==> src/rtl/redux_pkg.sv <==
// Shared types and constants for the Redux boot loader.
// Optional build macro used by the loader: PROG_LOADER_CHECKSUM_EN.
package redux_pkg;

    localparam int IMEM_ADDR_W = 8;
    localparam int IMEM_DEPTH  = 256;

    typedef enum logic [2:0] {
        LEN   = 3'd0,
        LOAD  = 3'd1,
        CHECK = 3'd2,
        RUN   = 3'd3,
        ERR   = 3'd4
    } loader_state_t;

    typedef enum logic [1:0] {
        RX_IDLE  = 2'd0,
        RX_START = 2'd1,
        RX_DATA  = 2'd2,
        RX_STOP  = 2'd3
    } rx_state_t;

    // Length header byte: 0 encodes a full 256-byte image.
    function automatic logic [8:0] len_decode(input logic [7:0] n);
        return (n == 8'd0) ? 9'd256 : {1'b0, n};
    endfunction

endpackage

==> src/rtl/prog_loader_if.sv <==
// Instruction-memory write port driven by the loader.
interface prog_loader_if;
    import redux_pkg::*;

    logic                   we;
    logic [IMEM_ADDR_W-1:0] addr;
    logic [7:0]             wdata;

    modport master (output we, addr, wdata);
    modport slave  (input  we, addr, wdata);
endinterface

==> src/rtl/prog_loader_uart_rx.sv <==
// UART 8N1 receiver: 2-flop synchronizer, mid-bit sampling, glitch
// rejection on the start bit, one-cycle rx_valid / frame_err pulses.
module uart_rx
    import redux_pkg::*;
#(
    parameter int unsigned CLKS_PER_BIT = 16
) (
    input  logic       clk,
    input  logic       rst_n,
    input  logic       rx,
    output logic       rx_valid,
    output logic [7:0] rx_data,
    output logic       frame_err,
    output logic       start_ok
);
    localparam logic [15:0] BIT_LAST  = 16'(CLKS_PER_BIT - 1);
    localparam logic [15:0] HALF_LAST = 16'(CLKS_PER_BIT / 2 - 1);

    logic        rx_meta, rx_sync, rx_prev;
    rx_state_t   state_q, state_d;
    logic [15:0] cnt;
    logic [2:0]  bit_idx;
    logic [7:0]  shreg;
    logic        fall, tick_half, tick_bit;

    assign fall      = rx_prev & ~rx_sync;
    assign tick_half = (cnt == HALF_LAST);
    assign tick_bit  = (cnt == BIT_LAST);

    // Synchronize the asynchronous line; preset high so reset looks idle.
    always_ff @(posedge clk or negedge rst_n) begin
        if (!rst_n) begin
            rx_meta <= 1'b1;
            rx_sync <= 1'b1;
            rx_prev <= 1'b1;
        end else begin
            rx_meta <= rx;
            rx_sync <= rx_meta;
            rx_prev <= rx_sync;
        end
    end

    // Receiver state register.
    always_ff @(posedge clk or negedge rst_n) begin
        if (!rst_n) state_q <= RX_IDLE;
        else        state_q <= state_d;
    end

    // Next state: a start edge that is high again at half bit is a glitch.
    always_comb begin
        state_d = state_q;
        unique case (state_q)
            RX_IDLE:  if (fall) state_d = RX_START;
            RX_START: if (tick_half) state_d = rx_sync ? RX_IDLE : RX_DATA;
            RX_DATA:  if (tick_bit && bit_idx == 3'd7) state_d = RX_STOP;
            RX_STOP:  if (tick_bit) state_d = RX_IDLE;
            default:  state_d = RX_IDLE;
        endcase
    end

    // Bit timer, LSB-first shift register and result pulses.
    always_ff @(posedge clk or negedge rst_n) begin
        if (!rst_n) begin
            cnt       <= '0;
            bit_idx   <= '0;
            shreg     <= '0;
            rx_valid  <= 1'b0;
            rx_data   <= '0;
            frame_err <= 1'b0;
            start_ok  <= 1'b0;
        end else begin
            rx_valid  <= 1'b0;
            frame_err <= 1'b0;
            start_ok  <= 1'b0;
            if (state_q == RX_IDLE || state_d != state_q || (state_q == RX_DATA && tick_bit))
                cnt <= '0;
            else
                cnt <= cnt + 16'd1;
            case (state_q)
                RX_START: if (tick_half && !rx_sync) begin
                    start_ok <= 1'b1;
                    bit_idx  <= '0;
                end
                RX_DATA: if (tick_bit) begin
                    shreg   <= {rx_sync, shreg[7:1]};
                    bit_idx <= bit_idx + 3'd1;
                end
                RX_STOP: if (tick_bit) begin
                    if (rx_sync) begin
                        rx_valid <= 1'b1;
                        rx_data  <= shreg;
                    end else begin
                        frame_err <= 1'b1;
                    end
                end
                default: ;
            endcase
        end
    end

endmodule

==> src/rtl/prog_loader.sv <==
// Boot loader: receives a length-prefixed image over UART, writes it to
// instruction memory, then releases the core.
// Build macro PROG_LOADER_CHECKSUM_EN adds a trailing XOR checksum byte.
module prog_loader
    import redux_pkg::*;
#(
    parameter int unsigned CLKS_PER_BIT = 16,
    parameter logic [7:0]  BASE_ADDR    = 8'h00
) (
    input  logic          clk,
    input  logic          rst_n,
    input  logic          rx,
    input  logic          reload,
    prog_loader_if.master imem,
    output logic          core_run,
    output logic          busy,
    output logic          error,
    output logic [7:0]    byte_count
);
    logic          rx_valid, frame_err, start_ok;
    logic [7:0]    rx_data;
    loader_state_t state_q, state_d;
    logic [7:0]    addr_q;
    logic [8:0]    len9, cnt9;
    logic          seen, last_byte;
`ifdef PROG_LOADER_CHECKSUM_EN
    logic [7:0]    csum;
`endif

    uart_rx #(.CLKS_PER_BIT(CLKS_PER_BIT)) u_rx (
        .clk       (clk),
        .rst_n     (rst_n),
        .rx        (rx),
        .rx_valid  (rx_valid),
        .rx_data   (rx_data),
        .frame_err (frame_err),
        .start_ok  (start_ok)
    );

    // 9-bit write count so a 256-byte image completes correctly.
    assign last_byte = ((cnt9 + 9'd1) == len9);
    assign busy      = (state_q == LOAD) || (state_q == LEN && seen);

    // Loader state register.
    always_ff @(posedge clk or negedge rst_n) begin
        if (!rst_n) state_q <= LEN;
        else        state_q <= state_d;
    end

    // Next state; reload overrides everything, including a coincident byte.
    always_comb begin
        state_d = state_q;
        if (reload) begin
            state_d = LEN;
        end else begin
            unique case (state_q)
                LEN:  if (rx_valid) state_d = LOAD;
`ifdef PROG_LOADER_CHECKSUM_EN
                LOAD:  if (rx_valid && last_byte) state_d = CHECK;
                CHECK: if (rx_valid) state_d = (rx_data == csum) ? RUN : ERR;
`else
                LOAD:  if (rx_valid && last_byte) state_d = RUN;
`endif
                default: ;
            endcase
        end
    end

    // Registered write port, counters, run/error flags.
    always_ff @(posedge clk or negedge rst_n) begin
        if (!rst_n) begin
            imem.we    <= 1'b0;
            imem.addr  <= '0;
            imem.wdata <= '0;
            core_run   <= 1'b0;
            error      <= 1'b0;
            byte_count <= '0;
            addr_q     <= '0;
            len9       <= '0;
            cnt9       <= '0;
            seen       <= 1'b0;
`ifdef PROG_LOADER_CHECKSUM_EN
            csum       <= '0;
`endif
        end else begin
            imem.we  <= 1'b0;
            // One cycle behind the state so release follows the final write.
            core_run <= !reload && (state_q == RUN);
            if (reload) begin
                error      <= 1'b0;
                byte_count <= '0;
                cnt9       <= '0;
                seen       <= 1'b0;
            end else begin
                if (frame_err || state_d == ERR) error <= 1'b1;
                if (start_ok && state_q == LEN) seen <= 1'b1;
                if (rx_valid) begin
                    case (state_q)
                        LEN: begin
                            len9       <= len_decode(rx_data);
                            addr_q     <= BASE_ADDR;
                            byte_count <= '0;
                            cnt9       <= '0;
`ifdef PROG_LOADER_CHECKSUM_EN
                            csum       <= '0;
`endif
                        end
                        LOAD: begin
                            imem.we    <= 1'b1;
                            imem.addr  <= addr_q;
                            imem.wdata <= rx_data;
                            addr_q     <= addr_q + 8'd1;
                            byte_count <= byte_count + 8'd1;
                            cnt9       <= cnt9 + 9'd1;
`ifdef PROG_LOADER_CHECKSUM_EN
                            csum       <= csum ^ rx_data;
`endif
                        end
                        default: ;
                    endcase
                end
            end
        end
    end

endmodule

==> src/flat_wrapper.sv <==
// flat-port wrapper written by rule: the top's interface ports become plain ports
module prog_loader_flat import redux_pkg::*;
#(
    parameter int unsigned CLKS_PER_BIT = 16,
    parameter logic [7:0]  BASE_ADDR    = 8'h00
)
  (clk, rst_n, rx, reload, core_run, busy, error, byte_count, imem_we, imem_addr, imem_wdata);
  prog_loader_if imem_i ();
  input  logic clk;
  input  logic rst_n;
  input  logic rx;
  input  logic reload;
  output logic core_run;
  output logic busy;
  output logic error;
  output logic [7:0] byte_count;
  output wire logic [$bits(imem_i.we)-1:0] imem_we;
  output wire logic [$bits(imem_i.addr)-1:0] imem_addr;
  output wire logic [$bits(imem_i.wdata)-1:0] imem_wdata;
  assign imem_we = imem_i.we;
  assign imem_addr = imem_i.addr;
  assign imem_wdata = imem_i.wdata;
  prog_loader #(.CLKS_PER_BIT(CLKS_PER_BIT), .BASE_ADDR(BASE_ADDR)) u_core (.clk(clk), .rst_n(rst_n), .rx(rx), .reload(reload), .imem(imem_i), .core_run(core_run), .busy(busy), .error(error), .byte_count(byte_count));
endmodule
==> config.mk <==
export PLATFORM = sky130hd
export DESIGN_NAME = prog_loader_flat
export DESIGN_NICKNAME = d
export VERILOG_FILES = /design/src/rtl/redux_pkg.sv /design/src/rtl/prog_loader_if.sv /design/src/rtl/prog_loader_uart_rx.sv /design/src/rtl/prog_loader.sv /design/src/flat_wrapper.sv
export SDC_FILE = /design/constraint.sdc
export NUM_CORES = 1
export LEC_CHECK = 0
export ABC_AREA = 1
export CAP_MARGIN = 20
export CORE_MARGIN = 2
export CORE_UTILIZATION = 40
export CTS_CLUSTER_DIAMETER = 40
export CTS_CLUSTER_SIZE = 14
export DETAILED_ROUTE_END_ITERATION = 12
export DONT_BUFFER_PORTS = 1
export HOLD_SLACK_MARGIN = 0.03
export PLACE_DENSITY = 0.54
export REMOVE_ABC_BUFFERS = 1
export SYNTH_ARGS = -nofsm -noshare
export SYNTH_HDL_FRONTEND = slang
export SYNTH_HIERARCHICAL = 1
export SYNTH_SLANG_ARGS = --single-unit
==> constraint.sdc <==
create_clock -name clk -period 2.6 [get_ports clk]
set_clock_uncertainty 0.1 [all_clocks]
set_input_delay 0.52 -clock clk [delete_from_list [all_inputs] [get_ports clk]]
set_output_delay 0.52 -clock clk [all_outputs]
set_load 0.02 [all_outputs]
# [After elaboration in Yosys (flattened, before gate mapping)]
# Index checks and enable logic that the tools add are counted.
[word_totals] out_inout_bits=28 regBits=100
[classes] bitwise=3 n_reduce_logical=29 n_eq_ne=13 mux=37 n_addsub=5
[op_table] cell="case mux 8 bit (2 select lines)" count=2
[op_table] cell="2-to-1 mux 9 bit" count=3
[op_table] cell="case mux 9 bit (2 select lines)" count=1
[op_table] cell="adder 16 x 1 -> 16 bit, second input constant" count=1
[op_table] cell="adder 8 x 1 -> 8 bit, second input constant" count=2
[op_table] cell="== test 16 x 3 -> 1 bit, second input constant" count=1
[op_table] cell="== test 16 x 4 -> 1 bit, second input constant" count=1
[op_table] cell="2-to-1 mux 16 bit" count=1
[op_table] cell="2-to-1 mux 8 bit" count=2
[op_table] cell="2-to-1 mux 1 bit" count=15
[op_table] cell="2-to-1 mux 3 bit" count=5
[op_table] cell="AND reduction 3 bit" count=5
[op_table] cell="case mux 3 bit (2 select lines)" count=2
[op_table] cell="2-to-1 mux 2 bit" count=5
[op_table] cell="nonzero test 2 bit" count=5
[op_table] cell="adder 9 x 1 -> 9 bit, second input constant" count=1
[op_table] cell="== test 9 bit" count=1
[op_table] cell="logical NOT 8 bit" count=1
[op_table] cell="case mux 2 bit (4 select lines)" count=1
[op_table] cell="logical AND 1 bit" count=7
[op_table] cell="== test 3 bit, second input constant" count=2
[op_table] cell="== test 2 bit, second input constant" count=2
[op_table] cell="logical OR 1 bit" count=4
[op_table] cell="inequality test 2 bit, second input constant" count=2
[op_table] cell="12 further kinds" count=15

# [Logic depth before layout (Yosys ltp)]
[logic_depth] word_depth=10 ltp_mapped=14

# [Modules after synthesis]
# The synthesis kept the hierarchy.
[by_module_without_submodules] module="prog_loader" n_inst=1 area_per_inst_um2=2711.4 cells_per_inst=317 seq_area_each_um2=1426.4
[by_module_without_submodules] module="uart_rx" n_inst=1 area_per_inst_um2=2160.8 cells_per_inst=237 seq_area_each_um2=1079.8

# [Least setup slack after synthesis]
# Ideal clock, no wire load.
[synth_timing] path_kind="reg-to-reg" startpoint="register u_core.u_rx.state_q[0]" endpoint="register u_core.u_rx.cnt[10]" setup_time_ps=124 stages_incl_launch_ff=13 slack_ps=762 t_required_ps=2376 period_less_slack_ps=1838 arrival_time_ps=1614 cell_sequence="dfrtp_1 > inv_1 > ha_1 > clkbuf_1 > nor2_1 > inv_1 > nor2_1 > nand2_2 > nand3_1 > nand2_2 > nand2_4 > buf_12 > nor2_4"
[synth_between] elab_chain_cells=6 elab_cells_between_ends=14 classes_between="4 x eq/ne; 6 x mux; 4 x reduce/logical"
[synth_rtl] element="start, declared" line_no="prog_loader_uart_rx.sv:20" rtl="rx_state_t state_q, state_d;"
[synth_rtl] element="start signal, assigned" line_no="prog_loader_uart_rx.sv:46" rtl="else state_q <= state_d;"
[synth_rtl] element="== test 2 bit (tied with other cells)" line_no="prog_loader_uart_rx.sv:52" rtl="unique case (state_q)"
[synth_rtl] element="case mux 2 bit (4 select lines)" line_no="prog_loader_uart_rx.sv:52"
[synth_rtl] element="inequality test 2 bit" line_no="prog_loader_uart_rx.sv:75" rtl="if (state_q == RX_IDLE || state_d != state_q || (state_q == RX_DATA && tick_bit))"
[synth_rtl] element="logical OR 1 bit" line_no="prog_loader_uart_rx.sv:75"
[synth_rtl] element="logical OR 1 bit (*)" line_no="prog_loader_uart_rx.sv:75"
[synth_rtl] element="2-to-1 mux 16 bit (*)" line_no="prog_loader_uart_rx.sv:75"
[synth_rtl] element="end signal, assigned" line_no="prog_loader_uart_rx.sv:78" rtl="cnt <= cnt + 16'd1;"
[synth_rtl] element="end, declared" line_no="prog_loader_uart_rx.sv:21" rtl="logic [15:0] cnt;"
# Mark *: on every way between the ends. The rest lies on a longest branch, timed or not.
# A chain may end at the register's enable or synchronous reset.

# [Final worst setup path]
[layout_timing] startpoint="register u_core.u_rx.cnt[0]" endpoint="register u_core.u_rx.cnt[15]"
[layout_between] elab_chain_cells=8 elab_cells_between_ends=13 classes_between="1 x add/sub; 3 x eq/ne; 5 x mux; 4 x reduce/logical"
[layout_rtl] element="== test 16 x 4 -> 1 bit" line_no="prog_loader_uart_rx.sv:28" rtl="assign tick_bit = (cnt == BIT_LAST);"
[layout_rtl] element="logical AND 1 bit" line_no="prog_loader_uart_rx.sv:55" rtl="RX_DATA: if (tick_bit && bit_idx == 3'd7) state_d = RX_STOP;"
[layout_rtl] element="2-to-1 mux 2 bit" line_no="prog_loader_uart_rx.sv:55"
[layout_rtl] element="case mux 2 bit (4 select lines)" line_no="prog_loader_uart_rx.sv:52"
[layout_rtl] element="inequality test 2 bit" line_no="prog_loader_uart_rx.sv:75"
[layout_rtl] element="logical OR 1 bit (2 in a row)" line_no="prog_loader_uart_rx.sv:75"
[layout_rtl] element="2-to-1 mux 16 bit (*)" line_no="prog_loader_uart_rx.sv:75"
# Marks and branches as above.

==> impl_metrics.env <==
export IMPL_io_pins=32
export IMPL_r2r_slack_ns=0.53
export IMPL_cts_clk_slew_worst_paths_ns=0.07
export IMPL_diodes=0
export IMPL_vias=3490
export IMPL_grt_pass1_vias=3278
export IMPL_synthesis_area_um2=4870
export IMPL_final_cell_area_um2=5320
export IMPL_clockRootBuffer="clkbuf_16"
export IMPL_placed_cell_area_um2=5000
export IMPL_grt_pass1_wl_um=15300
export IMPL_cts_tree="built"
export IMPL_tightest_slew_ns=0.668
export IMPL_drv_slew=0
export IMPL_dieArea_um2=13100
export IMPL_synth_warnings=6
export IMPL_outcome="finished, violations left"
export IMPL_post_route_period_util_pct=79.6
export IMPL_holdWs_ns=-0.228
export IMPL_cp_arrival_ns=2.19
export IMPL_yosys_area_share_simple_pct=28.5
export IMPL_remaining_drc_errors=0
export IMPL_place_inst=691
export IMPL_num_fill_cells=1177
export IMPL_fin_cells=707
export IMPL_critPathTopFamily="simple AND/OR/NAND/NOR gates"
export IMPL_synth_flop_cell="dfrtp_1"
export IMPL_synth_mux_area_share_pct=0
export IMPL_p_comb_share_pct=15.2
export IMPL_final_setup_viol_count=0
export IMPL_start_kind="flop"
export IMPL_async_flop_share_pct=100
export IMPL_rows=40
export IMPL_endpoint_kind="flop"
export IMPL_critPathLaunch="u_core/u_rx/cnt[0]"
export IMPL_post_cts_buffers=0
export IMPL_synth_seq_cells=100
export IMPL_hpwl_um=6380
export IMPL_yosys_top_cells_count="128 x nand2_1, 97 x dfrtp_1, 61 x inv_1, 44 x nor2_1, 42 x o21ai_0"
export IMPL_period_needed_ns=2.07
export IMPL_nNetsFinal=570
export IMPL_core_um2=12000
export IMPL_grt_max_degree=101
export IMPL_synth_top_cell_area_share_pct=49.8
export IMPL_antenna_found_initial=0
export IMPL_leakagePower_nw=2.35
export IMPL_die_w_um=114
export IMPL_syn_area_per_cell_um2=8.79
export IMPL_clock_power_share_pct=39.6
export IMPL_crit_fanout=16
export IMPL_layout_drive_gt1_share_pct=13.2
export IMPL_ir_drop_uv=521
export IMPL_syn2layout_area_growth_pct=9.24
export IMPL_synth_cells=554
export IMPL_drtIter0Drc=176
export IMPL_multi_input_area_um2=2060
export IMPL_relSlewSlack_pct=55.4
export IMPL_critical_path_class="reg -> reg"
export IMPL_power_density_nw_per_um2=670
export IMPL_hold_viol=100
export IMPL_p_int_mw=2.58
export IMPL_cts_sinks=100
export IMPL_yosysMostFrequentCell="nand2_1"
export IMPL_pwr_share_seq_pct=45.2
export IMPL_worstPathCellList="ha_1, nand3_1, nor2_1, nand3_1, nor2_1, nor2_1, nand2_2, nand2_2, nand2_2, nand2_2, nand2_4, nor2_1"
export IMPL_setup_tns_ns=0
export IMPL_cts_resized=0
export IMPL_vias_per_cell=4.94
export IMPL_place_ws_ns=0.544
export IMPL_ys_types=38
export IMPL_synthXorXnorAreaFrac_pct=2.16
export IMPL_synth_compound_area_share_pct=8.73
export IMPL_cts_buffer_depth=2
export IMPL_start_util_pct=40.7
export IMPL_max_freq_mhz=483
export IMPL_hp_class="in -> async"
export IMPL_cpMaxStageDelayCell="dfrtp_1"
export IMPL_seq_area_um2=2510
export IMPL_grt_ovfl_total=0
export IMPL_port_buffer_count=0
export IMPL_drt_wirelength_per_cell_um=12.8
export IMPL_seq_area_frac_synth_pct=51.4
export IMPL_violations="negative hold slack"
export IMPL_dr_pass1_iters=4
export IMPL_cp_required_ns=2.72
export IMPL_drv_cap=0
export IMPL_ant_nets=0
export IMPL_clock_latency_ns=0.34
export IMPL_slowest_delay_ns=0.38
export IMPL_swShare_pct=27.7
export IMPL_ctsHtreeMaxLevel=3
export IMPL_fin_ws_ns=0.530
export IMPL_p_switching_uw=987
export IMPL_gp_congestion=0.849
export IMPL_die_h_um=114
export IMPL_synth_fa_ha_area_share_pct=2.82
export IMPL_yosysTopAreaCell="dfrtp_1"
export IMPL_path_buf_inv=0
export IMPL_track_usage_pct=14.8
export IMPL_routed_wl_um=9040
export IMPL_worstReg2RegStart="u_core/u_rx/cnt[0]"
export IMPL_synth_edff_count=0
export IMPL_ys_top_cells_by_area="dfrtp_1 50%, nand2_1 9.9%, inv_1 4.7%, o21ai_0 4.3%, nor2_4 3.9%"
export IMPL_numCtsBuffers=9
export IMPL_synth_top_family_by_area="simple AND/OR/NAND/NOR gates"
export IMPL_rsz0062_at_grt="no"
-- power by group through the flow --
stage	Sequential [mW]	Clock [mW]	Combinational, mW
2_1_floorplan	1.64	0	0.457
3_3_place_gp	1.64	0	0.552
3_5_place_dp	1.64	0	0.550
4_1_cts	1.61	1.46	0.552
5_1_grt	1.62	1.53	0.611
6_report	1.61	1.41	0.541
-- kinds of logic (layout without fill, tap and decap cells) --
group                    Yosys count  after routing
AND/OR/NAND/NOR                  279            279
flip-flops                       100            100
AO/OA/AOI/OAI                     76             76
buffers and inverters             76             82
XOR/XNOR                          12             12
adder cells (fa/ha/maj)           11             11
-- routing by layer --
layer	GRT usage (%)	wire length (µm)	up-vias
met1	19.2	4250	1640
li1	-	-	1796
met4	6.99	206	0
met3	2.70	254	15
met5	0	0	-
met2	24.1	4330	39
-- cell type report --
| type | instances | area share [%] |
|---|---|---|
| Clock inverter | 3 | 0.799 |
| Multi-Input combinational cell | 378 | 38.7 |
| Timing Repair Buffer | 1 | 0.141 |
| Sequential cell | 100 | 47.1 |
| Clock buffer | 13 | 5.27 |
| Tap cell | 147 | 3.46 |
| Inverter | 65 | 4.58 |
-- placed cells by master, fill, tap and decap left out, types with 2 or more instances in the layout --
cell type  instances
nor2_4            17
nand2_2           12
nor4_1             5
a32o_1             2
and2_4             2
o21a_1             2
nor2_1            44
nand3b_1           3
clkbuf_8           4
dfstp_2            3
ha_1              11
nor2_2            11
o22ai_1            6
inv_2              4
inv_1             61
o21ai_1            9
nor3_1             7
xor2_1             8
nand3_2            3
nand2_1          128
a31oi_1            2
xnor2_1            4
nand4_1            8
dfrtp_1           97
o21ai_0           42
clkbuf_16          9
nand3_1           34
a21oi_1            9
-- sequential cells by signal, indices dropped and copies added (netlist names), 2 cells and up --
signal / cells
u_core/u_rx/cnt: 16
u_core/u_rx/state_q: 2
u_core/u_rx/bit_idx: 3
u_core/len9: 9
u_core/imem.wdata: 8
u_core/u_rx/shreg: 8
u_core/cnt9: 9
u_core/state_q: 3
u_core/u_rx/rx_data: 8
u_core/addr_q: 8
u_core/imem.addr: 8
u_core/byte_count: 8
-- metrics by stage --
step | power (mW) | hold slack, ns | utilization (%)
after CTS | 3.63 | -0.246 | 44.5
after floorplan | 2.09 | 0.124 | -
after detailed placement | 2.19 | 0.129 | 41.8
after global placement | 2.19 | 0.128 | 41.8
after global routing | 3.76 | -0.253 | 44.5
final | 3.57 | -0.228 | 44.5
-- path summary, 6_finish.rpt --
check / to / cells past startpoint
worst max-delay path: u_core/u_rx/cnt[15] / 12
worst min-delay path: u_core/cnt9[4] / 0
worst max register to register: u_core/u_rx/cnt[15] / 12
worst min register to register: u_core/u_rx/rx_sync / 0
max in group asynchronous: u_core/u_rx/rx_meta / 0
min in group clk: u_core/u_rx/rx_meta / 0
Note: power is estimated with default switching activity, not from simulation.
